--- src/rtl/cache_axi_pkg.sv ---
// Shared definitions for the cache-side SRAM-like to AXI4 bridges.
// Contents:
//   state_t        bridge FSM states
//   SIZE_*         SRAM-like transfer size encodings
//   AXI_BURST_INCR AXI burst type used for every single-beat transfer
//   AXI_RESP_*     AXI response codes
//   norm_size()    folds the reserved size code 3 onto word
package cache_axi_pkg;

  typedef enum logic [2:0] {
    ST_IDLE,
    ST_RD_ADDR,
    ST_RD_DATA,
    ST_WR_REQ,
    ST_WR_RESP
  } state_t;

  localparam logic [1:0] SIZE_BYTE = 2'd0;
  localparam logic [1:0] SIZE_HALF = 2'd1;
  localparam logic [1:0] SIZE_WORD = 2'd2;

  localparam logic [1:0] AXI_BURST_INCR = 2'b01;

  localparam logic [1:0] AXI_RESP_OKAY   = 2'b00;
  localparam logic [1:0] AXI_RESP_EXOKAY = 2'b01;
  localparam logic [1:0] AXI_RESP_SLVERR = 2'b10;
  localparam logic [1:0] AXI_RESP_DECERR = 2'b11;

  // Size code 3 has no meaning on a 32-bit bus, so it is handled as a word.
  function automatic logic [1:0] norm_size(input logic [1:0] size);
    return (size == 2'b11) ? SIZE_WORD : size;
  endfunction

endpackage

--- src/rtl/sram_wstrb_gen.sv ---
// Byte-lane strobe generator for 32-bit SRAM-like writes.
// Ports:
//   size    in  2  0=byte, 1=half, 2/3=word
//   addr_lo in  2  low two address bits
//   strb    out 4  byte-lane enables (bit n = byte lane n)
module sram_wstrb_gen
  import cache_axi_pkg::*;
(
  input  logic [1:0] size,
  input  logic [1:0] addr_lo,
  output logic [3:0] strb
);

  // Halfwords select a lane pair by addr[1]; addr[0] is ignored for them.
  always_comb begin
    strb = 4'b1111;
    case (size)
      SIZE_BYTE: strb = 4'b0001 << addr_lo;
      SIZE_HALF: strb = addr_lo[1] ? 4'b1100 : 4'b0011;
      default:   strb = 4'b1111;
    endcase
  end

endmodule

--- src/rtl/d_sram_axi_bridge.sv ---
// Data-side SRAM-like (req/addr_ok/data_ok) responder to AXI4 master bridge.
// Each accepted cache request becomes exactly one single-beat AXI read (AR/R)
// or write (AW/W/B); only one transaction is in flight at a time.
// Ports:
//   clk, rst                 clock, asynchronous active-high reset
//   data_req/wr/size/addr/wdata  request from the data cache
//   data_rdata, data_addr_ok, data_data_ok  responses to the data cache
//   ar*, r*                  AXI read address / read data channels
//   aw*, w*, b*              AXI write address / write data / write response channels
module d_sram_axi_bridge
  import cache_axi_pkg::*;
#(
  parameter int                  AXI_ID_W = 4,
  parameter logic [AXI_ID_W-1:0] RD_ID    = 'd1,
  parameter logic [AXI_ID_W-1:0] WR_ID    = 'd1
) (
  input  logic                clk,
  input  logic                rst,
  // SRAM-like side
  input  logic                data_req,
  input  logic                data_wr,
  input  logic [1:0]          data_size,
  input  logic [31:0]         data_addr,
  input  logic [31:0]         data_wdata,
  output logic [31:0]         data_rdata,
  output logic                data_addr_ok,
  output logic                data_data_ok,
  // AXI read address
  output logic [AXI_ID_W-1:0] arid,
  output logic [31:0]         araddr,
  output logic [7:0]          arlen,
  output logic [2:0]          arsize,
  output logic [1:0]          arburst,
  output logic                arlock,
  output logic [3:0]          arcache,
  output logic [2:0]          arprot,
  output logic                arvalid,
  input  logic                arready,
  // AXI read data
  input  logic [AXI_ID_W-1:0] rid,
  input  logic [31:0]         rdata,
  input  logic [1:0]          rresp,
  input  logic                rlast,
  input  logic                rvalid,
  output logic                rready,
  // AXI write address
  output logic [AXI_ID_W-1:0] awid,
  output logic [31:0]         awaddr,
  output logic [7:0]          awlen,
  output logic [2:0]          awsize,
  output logic [1:0]          awburst,
  output logic                awlock,
  output logic [3:0]          awcache,
  output logic [2:0]          awprot,
  output logic                awvalid,
  input  logic                awready,
  // AXI write data
  output logic [AXI_ID_W-1:0] wid,
  output logic [31:0]         wdata,
  output logic [3:0]          wstrb,
  output logic                wlast,
  output logic                wvalid,
  input  logic                wready,
  // AXI write response
  input  logic [AXI_ID_W-1:0] bid,
  input  logic [1:0]          bresp,
  input  logic                bvalid,
  output logic                bready
);

  state_t      state;
  state_t      state_next;
  logic        accept;
  logic        aw_fire;
  logic        w_fire;
  logic        aw_done;
  logic        w_done;
  logic [31:0] addr_q;
  logic [1:0]  size_q;
  logic [31:0] wdata_q;
  logic [3:0]  wstrb_q;
  logic [1:0]  req_size;
  logic [3:0]  req_strb;
  logic        unused_resp;

  // Response ids, codes and rlast carry nothing this bridge acts on.
  assign unused_resp = ^{rid, rresp, rlast, bid, bresp};

  assign req_size = norm_size(data_size);

  sram_wstrb_gen u_wstrb_gen (
    .size    (data_size),
    .addr_lo (data_addr[1:0]),
    .strb    (req_strb)
  );

  // State register plus the request latch. The latched copies are the only
  // source for the AXI fields, so the cache may change its inputs freely once
  // addr_ok has been given.
  always_ff @(posedge clk or posedge rst) begin
    if (rst) begin
      state   <= ST_IDLE;
      addr_q  <= '0;
      size_q  <= '0;
      wdata_q <= '0;
      wstrb_q <= '0;
      aw_done <= 1'b0;
      w_done  <= 1'b0;
    end else begin
      state <= state_next;
      if (accept) begin
        addr_q  <= (req_size == SIZE_WORD) ? {data_addr[31:2], 2'b00} : data_addr;
        size_q  <= req_size;
        wdata_q <= data_wdata;
        wstrb_q <= req_strb;
        aw_done <= 1'b0;
        w_done  <= 1'b0;
      end else if (state == ST_WR_REQ) begin
        if (aw_fire) aw_done <= 1'b1;
        if (w_fire)  w_done  <= 1'b1;
      end
    end
  end

  // Next state and handshake outputs. AW and W are tracked independently so
  // either may complete first; the move to WR_RESP also counts a handshake
  // happening in the current cycle. addr_ok is masked by rst because it is a
  // combinational echo of data_req in IDLE.
  always_comb begin
    state_next   = state;
    accept       = 1'b0;
    data_addr_ok = 1'b0;
    data_data_ok = 1'b0;
    arvalid      = 1'b0;
    awvalid      = 1'b0;
    wvalid       = 1'b0;
    rready       = 1'b0;
    bready       = 1'b0;
    aw_fire      = 1'b0;
    w_fire       = 1'b0;
    case (state)
      ST_IDLE: begin
        if (data_req && !rst) begin
          accept       = 1'b1;
          data_addr_ok = 1'b1;
          state_next   = data_wr ? ST_WR_REQ : ST_RD_ADDR;
        end
      end
      ST_RD_ADDR: begin
        arvalid = 1'b1;
        if (arready) state_next = ST_RD_DATA;
      end
      ST_RD_DATA: begin
        rready = 1'b1;
        if (rvalid) begin
          data_data_ok = 1'b1;
          state_next   = ST_IDLE;
        end
      end
      ST_WR_REQ: begin
        awvalid = !aw_done;
        wvalid  = !w_done;
        aw_fire = awvalid && awready;
        w_fire  = wvalid && wready;
        if ((aw_done || aw_fire) && (w_done || w_fire)) state_next = ST_WR_RESP;
      end
      ST_WR_RESP: begin
        bready = 1'b1;
        if (bvalid) begin
          data_data_ok = 1'b1;
          state_next   = ST_IDLE;
        end
      end
      default: state_next = ST_IDLE;
    endcase
  end

  // Read data goes straight through; the cache only samples it with data_ok.
  assign data_rdata = rdata;

  assign arid    = RD_ID;
  assign araddr  = addr_q;
  assign arlen   = 8'd0;
  assign arsize  = {1'b0, size_q};
  assign arburst = AXI_BURST_INCR;
  assign arlock  = 1'b0;
  assign arcache = 4'd0;
  assign arprot  = 3'd0;

  assign awid    = WR_ID;
  assign awaddr  = addr_q;
  assign awlen   = 8'd0;
  assign awsize  = {1'b0, size_q};
  assign awburst = AXI_BURST_INCR;
  assign awlock  = 1'b0;
  assign awcache = 4'd0;
  assign awprot  = 3'd0;

  assign wid     = WR_ID;
  assign wdata   = wdata_q;
  assign wstrb   = wstrb_q;
  assign wlast   = 1'b1;

endmodule
--- config.mk ---
export PLATFORM = sky130hd
export DESIGN_NAME = d_sram_axi_bridge
export DESIGN_NICKNAME = d
export VERILOG_FILES = /design/src/rtl/cache_axi_pkg.sv /design/src/rtl/sram_wstrb_gen.sv /design/src/rtl/d_sram_axi_bridge.sv
export SDC_FILE = /design/constraint.sdc
export NUM_CORES = 1
export LEC_CHECK = 0
export ABC_AREA = 1
export BUFFER_PORTS_ARGS = -buffer_cell sky130_fd_sc_hd__buf_2
export CAP_MARGIN = 5
export CORE_AREA = 3 3 122 124
export CTS_CLUSTER_SIZE = 10
export DETAILED_ROUTE_END_ITERATION = 8
export DIE_AREA = 0 0 125 127
export PLACE_DENSITY = 0.7
export SYNTH_ARGS = -nofsm -noshare
export SYNTH_HDL_FRONTEND = slang
export SYNTH_HIERARCHICAL = 1
export SYNTH_SLANG_ARGS = --single-unit
--- constraint.sdc ---
create_clock -name clk -period 4.9 [get_ports clk]
set_clock_uncertainty 0.15 [all_clocks]
set_input_delay 0.98 -clock clk [delete_from_list [all_inputs] [get_ports clk]]
set_output_delay 0.98 -clock clk [all_outputs]
set_load 0.02 [all_outputs]
==> out/results.txt, run 1 <==
The largest net degree at the start of global routing is 44. The number of instances resized during post-cts repair is 0, and the number of DRC markers after the initial detailed-route iteration is 92. The portion of total power attributed to sequential cells was 0.331; the layout-stage area growth over the synthesis result was 19.4%. The slowest cell on the critical path is sky130_fd_sc_hd__buf_4. For the total routing usage reported by global routing, the log shows 0.114. Among all flip-flop cells after synthesis, the most frequent one is sky130_fd_sc_hd__dfrtp_1. Setup repair after global routing left no endpoint under its margin.

For the count of endpoints failing hold in the final timing report, the log shows 0. For the detailed-route wire length, the log shows 9270 µm. The number of global-route vias before repair was 2763; the area of all placed cells without fillers was 4650 µm².

The die is 127 µm tall. Setup violations remaining at the end of the flow were counted as 0. At the end of routability-driven placement, the weighted congestion stood at 0.756.

Internal power comes to 1.83 mW. The share of synthesized flip-flops with an asynchronous set or reset was 1.00. In this design, the stage delay of the slowest critical-path cell is 340 ps. The detailed-router iteration count before antenna repair came out at 4. Counting the buffers created by CTS gives 9.

At the pin with the least slew margin, the transition time is 542 ps. The filler-free cell count of the finished design was 785. For the net total in the final layout, the log shows 720. The post-CTS setup buffer count is 0, and the number of nets with antenna violations after detailed routing is 0.

The cell area after placement is 4320 µm², and the adder and majority gate portion of the synthesized area is 0. The fraction of the yosys area taken by sequential cells is 0.482. The run finished with clean final reports.

Required time of the critical path: 3770 ps. No sink is reached through more buffers than the 2 on the longest clock path. The via count normalized by instance count came out at 3.85.

After detailed routing, the average wire length per cell comes to 11.8 µm. After synthesis the netlist holds a flip-flop and latch count of 75. Power density of the placed cells: 708 nW/µm². The filler cells instantiated in the layout total 1481. The compound-gate portion of the synthesized area was 0.0116; the total of warnings raised by yosys was 6.

The run gives 2010 ps as the data arrival at the endpoint of the critical path. The part of the cycle the worst path needs was 0.641. The library cell occupying the most area in the post-synthesis netlist is sky130_fd_sc_hd__dfrtp_1. The tool flagged a number of max-cap violations equal to 0.

In the final timing run, aggregate negative setup slack is 0 ps. The die is 125 µm wide. The H-tree was split into 3 levels. The initialized floorplan defines 43 standard-cell rows.

The number of synthesized flops with an enable pin was 0. Across all hold checks on the routed design, the worst slack comes to 315 ps. Clock tree synthesis found a total of 75 sinks.

In this run the worst hold path is classified as flop to flop. Type of element capturing the critical path: an output pin. Counting stages on the worst path, the most repeated cell is sky130_fd_sc_hd__buf_2. The logs give 0.219 for the part of the total power dissipated in the clock network and 15900 µm² for the die footprint. The logs give 0.202 for the global routing met2 resource utilization and 1.47 mW for the net switching power. The clock period could shrink to 3140 ps. The run gives 0.239 mV as the largest vdd supply drop. The tools report the cell at the root of the clock tree as sky130_fd_sc_hd__clkbuf_16. The via count of the routed design was 3023; the post-placement cell count was 769.

The tools report the detailed placement HPWL as 6940 µm. The clock latency at the later pin of the worst-skew pair is 330 ps. In the synthesized netlist, the number of instances is 482.

After clock tree synthesis, the clock-pin slew on the worst setup and hold paths is 60 ps. Ranked by instance count, the synthesized netlist is headed by sky130_fd_sc_hd__nand2_1, sky130_fd_sc_hd__buf_4, sky130_fd_sc_hd__dfrtp_1. The logs give 0.120 for the met1 track demand over resource and 314 for the I/O pin count.

The switching portion of total power works out to 0.445. The worst setup path is launched from an input pin. In this run the register-to-register setup slack is 2560 ps.

The logs give 0 for the number of pins with negative max-slew slack in the final report and 2.88 nW for the standby leakage power. The post-synthesis share of cell area spent on and, or, nand and nor gates was 0.244. The critical path in this run is classified as input pin to output pin.

The met3 global-route usage is 0.0318. The hold-fix buffer count after cts is 0, and the mean instance size in the synthesized netlist is 8.08 µm². The first global-routing pass estimated 14200 µm of wire.

Floorplan core area: 13900 µm². The count of buffers inserted at the top-level ports was 185; the share of cells above drive strength 1 was 0.350. Based on the critical path, the design can be clocked at up to 0.319 GHz.

After synthesis, the largest family of logic cells by area is buffers and inverters. The number of antenna violations at the first check in global routing was 0. The tools report the starting utilization of the core area as 0.280. The cell with the most instances after synthesis was sky130_fd_sc_hd__nand2_1. TritonCTS built the clock tree.

The share of cell area taken by muxes after synthesis is 0. The tools report the antenna diode instance count as 0. The share of the synthesized area in the top cell type is 0.482.

After synthesis, the netlist uses 17 different library cells. Global routing finished with a remaining overflow of 0. Traced cell by cell, the critical path runs through buf_2, clkinv_2, nand2_1, nor3_4, buf_4, buf_2.

After synthesis, the cell types taking the most area are sky130_fd_sc_hd__dfrtp_1, sky130_fd_sc_hd__buf_4, sky130_fd_sc_hd__nand2_1, sky130_fd_sc_hd__inv_1, sky130_fd_sc_hd__buf_2. The kind of cell with the highest combined delay along the critical path is buffers and inverters. In this run the cell area of the synthesized design comes to 3890 µm². The post-synthesis xor/xnor area fraction is 0. met2 is the most crowded layer. The critical path contains buffers and inverters numbering 4 combined.

The total design power is 3.29 mW, and the maximum fanout along the worst path is 32. The run gives 0 as the total DRC errors in the routed layout. The tightest slew margin relative to the limit came out at 0.638. The combinational power share is 0.449.
[power groups by stage]
stage,Sequential (mW),Clock (mW),Combinational [mW]
floorplan,1.41,0,0.864
global placement,1.09,0,1.49
detailed placement,1.10,0,1.51
CTS,1.10,0.752,1.51
global route,1.14,0.776,1.61
finish,1.09,0.723,1.48
[through the flow]
stage          utilization  worst slack (ps)
2_1_floorplan            -               205
3_3_place_gp         0.311              1740
3_5_place_dp         0.311              1730
4_1_cts              0.335              1720
5_1_grt              0.335              1660
6_report             0.335              1760
[sequential cells by signal, summed over array words and instances (netlist names)]
register,flops
araddr,32
state,3
size_q,2
wstrb,4
aw_done,1
wdata,32
w_done,1
[routing by layer]
| layer | part of all wire | vias up |
|---|---|---|
| li1 | - | 1512 |
| met1 | 0.37 | 1338 |
| met2 | 0.51 | 146 |
| met3 | 0.082 | 27 |
| met4 | 0.038 | 0 |
| met5 | 0 | - |
[tightest hold or removal path, cell delays in order (launching register included)]
cell                      delay, ps
sky130_fd_sc_hd__dfrtp_1        340
sky130_fd_sc_hd__nand2_1         50
sky130_fd_sc_hd__nand2_1         50
[layout by cell type (no fill, tap or decap)]
cell type,count
sky130_fd_sc_hd__o21ai_0,4
sky130_fd_sc_hd__nand2_1,230
sky130_fd_sc_hd__nor3_1,1
sky130_fd_sc_hd__dfrtp_1,75
sky130_fd_sc_hd__bufinv_16,2
sky130_fd_sc_hd__nor2_1,8
sky130_fd_sc_hd__nor3_4,1
sky130_fd_sc_hd__clkinv_2,4
sky130_fd_sc_hd__clkbuf_8,2
sky130_fd_sc_hd__clkbuf_16,9
sky130_fd_sc_hd__conb_1,51
sky130_fd_sc_hd__inv_1,14
sky130_fd_sc_hd__nand3_1,6
sky130_fd_sc_hd__buf_2,185
sky130_fd_sc_hd__a21oi_1,2
sky130_fd_sc_hd__o21bai_1,2
sky130_fd_sc_hd__inv_2,3
sky130_fd_sc_hd__buf_4,5
sky130_fd_sc_hd__nand2_2,1
[cell type report]
| cell class | count | area [µm²] | area share |
|---|---|---|---|
| Multi-Input combinational cell | 306 | 1190 | 0.255 |
| Clock inverter | 5 | 75.1 | 0.0161 |
| Sequential cell | 75 | 1880 | 0.404 |
| Clock buffer | 11 | 253 | 0.0544 |
| Inverter | 18 | 68.8 | 0.0148 |
| Tap cell | 180 | 225 | 0.0484 |
| Timing Repair Buffer | 190 | 963 | 0.207 |
[path summary, 6_finish.rpt]
| check | from | end | depth (start not counted) |
|---|---|---|---|
| min in group asynchronous | rst | araddr[22]$_DFFE_PP0N_ | 3 |
| min reg2reg | wdata[15]$_DFFE_PP0N_ | wdata[15]$_DFFE_PP0N_ | 2 |
| min | wdata[15]$_DFFE_PP0N_ | wdata[15]$_DFFE_PP0N_ | 2 |
| max reg2reg | state[2]$_DFFE_PP0P_ | w_done$_DFFE_PP0P_ | 8 |
| max | rst | data_addr_ok | 6 |
| max in group asynchronous | rst | size_q[1]$_DFFE_PP0N_ | 4 |
[logic make-up (layout without fill, tap and decap cells)]
group | Yosys count | after routing
AOI/OAI and AO/OA | 8 | 8
other | 2 | 51
and+or+nand+nor | 247 | 247
buffers and inverters | 150 | 224
DFF | 75 | 75
No activity file was read; power rests on OpenSTA's default activity.
==> inputs of run 2 (changes only) <==
- clock period: 4.9 -> 3.1 ns (I/O delays scaled with it)
==> run 2 against run 1 <==
Net effect: die area unchanged; cell count down 0.13%; clock power rose by 55%; final area is essentially flat; critical path type is now flop to output pin; sequential share of layout area about the same; register-to-register slack worse by 1500 ps.
==> out/results.txt, run 2 (synthesis results as in run 1) <==
The flow ran to the end, and the final reports show no timing, DRC or antenna violations. By startpoint and endpoint, the worst setup path is classified as flop to output pin. I/O pin count: 314 (unchanged). The logs give 0 (unchanged) for the total DRC errors in the routed layout and 0 (unchanged) for the number of nets with antenna violations after detailed routing. For the count of endpoints failing hold in the final timing report, the log shows 0 (unchanged). The y dimension of the die came out at 127 µm (unchanged). Setup repair after global routing left no endpoint under its margin. The run gives 281 ps (-34.2 ps) as the worst hold margin.

The die footprint was 15900 µm² (unchanged); the detailed-route wire length was 9350 µm (+0.80%). The run gives 2330 ps (-1440 ps) as the required time of the critical path. Leaving out fill and tap cells, the most frequent cell in the layout is sky130_fd_sc_hd__nand2_1. The net total in the final layout was 721 (+0.14%); the worst stage delay on the critical path was 490 ps (+150 ps). The number of instances resized during post-cts repair was 0 (unchanged). The tools report the standby leakage power as 2.87 nW (-0.22%). The worst setup path is captured at an output pin.

For the total congestion overflow, the log shows 0 (unchanged). The critical path goes through nand2_1, nor2_1, inv_1, nor2_1, buf_2. The max-cap violation count was 0 (unchanged); the filler-free cell count of the finished design was 784 (-0.13%). The starting utilization of the core area is 0.280 (unchanged). The detailed placement HPWL was 6940 µm (+0.11%); the post-placement cell count was 770 (+0.13%). The clock latency at the later pin of the worst-skew pair was 330 ps (about the same); the detailed-router iteration count before antenna repair was 4 (unchanged). The logs give 3 (unchanged) for the H-tree depth reported by CTS and 4650 µm² (about the same) for the area of all placed cells without fillers.

The slowest cell on the critical path is sky130_fd_sc_hd__dfrtp_1. The average detailed-routed wire length per instance was 11.9 µm (+0.93%); the number of clock sinks was 75 (unchanged). The number of buffers on the longest clock path was 2 (unchanged); the data arrival at the endpoint of the critical path was 1490 ps (-520 ps).

The total routing usage reported by global routing was 0.117 (+0.00316); the number of DRC markers after the initial detailed-route iteration was 123 (+34%). The run gives 0.741 (-2.1%) as the global placement routability congestion. The cell type with the highest occurrence count on the critical path was sky130_fd_sc_hd__nor2_1. The logs give 9 (unchanged) for the number of CTS-inserted buffers and 0 (unchanged) for the antenna diode instance count. Cell area after placement: 4330 µm² (+0.17%). met2 is the most crowded layer. The run gives 0 (unchanged) as the number of antenna violations at the first check in global routing.

Clock tree synthesis selected as its root buffer the cell sky130_fd_sc_hd__clkbuf_16. The run gives 0 (unchanged) as the final setup violation count. The reg-to-reg setup timing slack is 1060 ps (-1500 ps), and the total negative slack is 0 ps (unchanged). The number of global-route vias before repair is 2790 (+0.98%), and the share of cells above drive strength 1 is 0.348 (-0.00273). The tools report the met1 track demand over resource as 0.134 (+0.0146). The tightest slew margin relative to the limit is 0.493 (-0.145), and the clock-pin slew on the worst setup and hold paths is 60 ps (about the same). The logs give 0 (unchanged) for the hold-fix buffer count after cts and 0 (unchanged) for the post-CTS setup buffer count. The run gives 13900 µm² (unchanged) as the floorplan core area. Maximum fanout along the worst path: 6 (-81%).

For the number of pins with negative max-slew slack in the final report, the log shows 0 (unchanged). The worst setup path is launched from a flop. The highest achievable clock rate is 0.442 GHz.

The logs give 43 (-2.3%) for the largest net degree at the start of global routing and 0.0514 (+0.0196) for the met3 global-route usage. For the final standard cell utilization of the core, the log shows 0.335 (about the same). The tools report the largest vdd supply drop as 0.381 mV (+59%). The worst hold-check path type is input pin to asynchronous set/reset pin. TritonCTS built the clock tree. The via count of the routed design is 3042 (+0.63%). The via count normalized by instance count works out to 3.88 (+0.76%). The tools report the wire length of the first global-routing pass as 14600 µm (+2.8%). The worst path in the final design needs a cycle of 2260 ps, including I/O delays and setup. The transition time at the pin with the least slew margin works out to 761 ps (+219 ps). The cell row count was 43 (unchanged). In the layout the commonest cells are sky130_fd_sc_hd__nand2_1, sky130_fd_sc_hd__buf_2, sky130_fd_sc_hd__dfrtp_1.

The power density of the placed cells was 1110 nW/µm² (+57%). The part of the cycle the worst path needs works out to 0.730. The count of buffers inserted at the top-level ports was 185 (unchanged). The tools report the number of filler cells placed in the layout as 1509 (+1.9%). The width of the die was 125 µm (unchanged); the layout-stage area growth over the synthesis result was 19.4% (about the same). For the global routing met2 resource utilization, the log shows 0.193 (-0.00823).
[run 2: critical path: cells and delay by family, from the launching register on]
family	cells	cell delay, ps
and+or+nand+nor	3	380
DFF	1	490
buffers and inverters	2	290
[run 2: report_power, final]
group / internal [mW] / leakage [nW] / switching [mW]
sequential: 1.43 / 0.940 / 0.283
clock: 0.740 / 0.155 / 0.382
combinational: 0.722 / 1.78 / 1.62
[run 2: final timing paths]
kind	startpoint	cells past startpoint	end
hold / removal	rst	3	wdata[25]$_DFFE_PP0N_
min in group clk	wdata[0]$_DFFE_PP0N_	2	wdata[0]$_DFFE_PP0N_
hold reg to reg	wdata[0]$_DFFE_PP0N_	2	wdata[0]$_DFFE_PP0N_
max in group asynchronous	rst	4	araddr[31]$_DFFE_PP0N_
setup reg to reg	state[2]$_DFFE_PP0P_	7	araddr[28]$_DFFE_PP0N_
setup / recovery	state[0]$_DFFE_PP0P_	5	wvalid
[run 2: per-stage QoR]
stage / total power [mW] / setup WS, ps
3_3_place_gp: 4.07 / 648
2_1_floorplan: 3.60 / 61.0
6_report: 5.18 / 838
3_5_place_dp: 4.12 / 649
5_1_grt: 5.57 / 671
4_1_cts: 5.28 / 829
[run 2: final cells by class]
cell class	count	area, µm²	share of cell area
sequential	75	1880	0.404
multi-input combinational	306	1190	0.256
timing repair buffer	191	971	0.209
clock buffer	12	256	0.0552
tap	180	225	0.0485
inverter	18	68.8	0.0148
clock inverter	2	60.1	0.0129
[run 2: layer usage]
metal	vias up	routed length (µm)
li1	1511	-
met5	-	0
met4	0	199
met1	1357	3550
met3	22	901
met2	152	4690
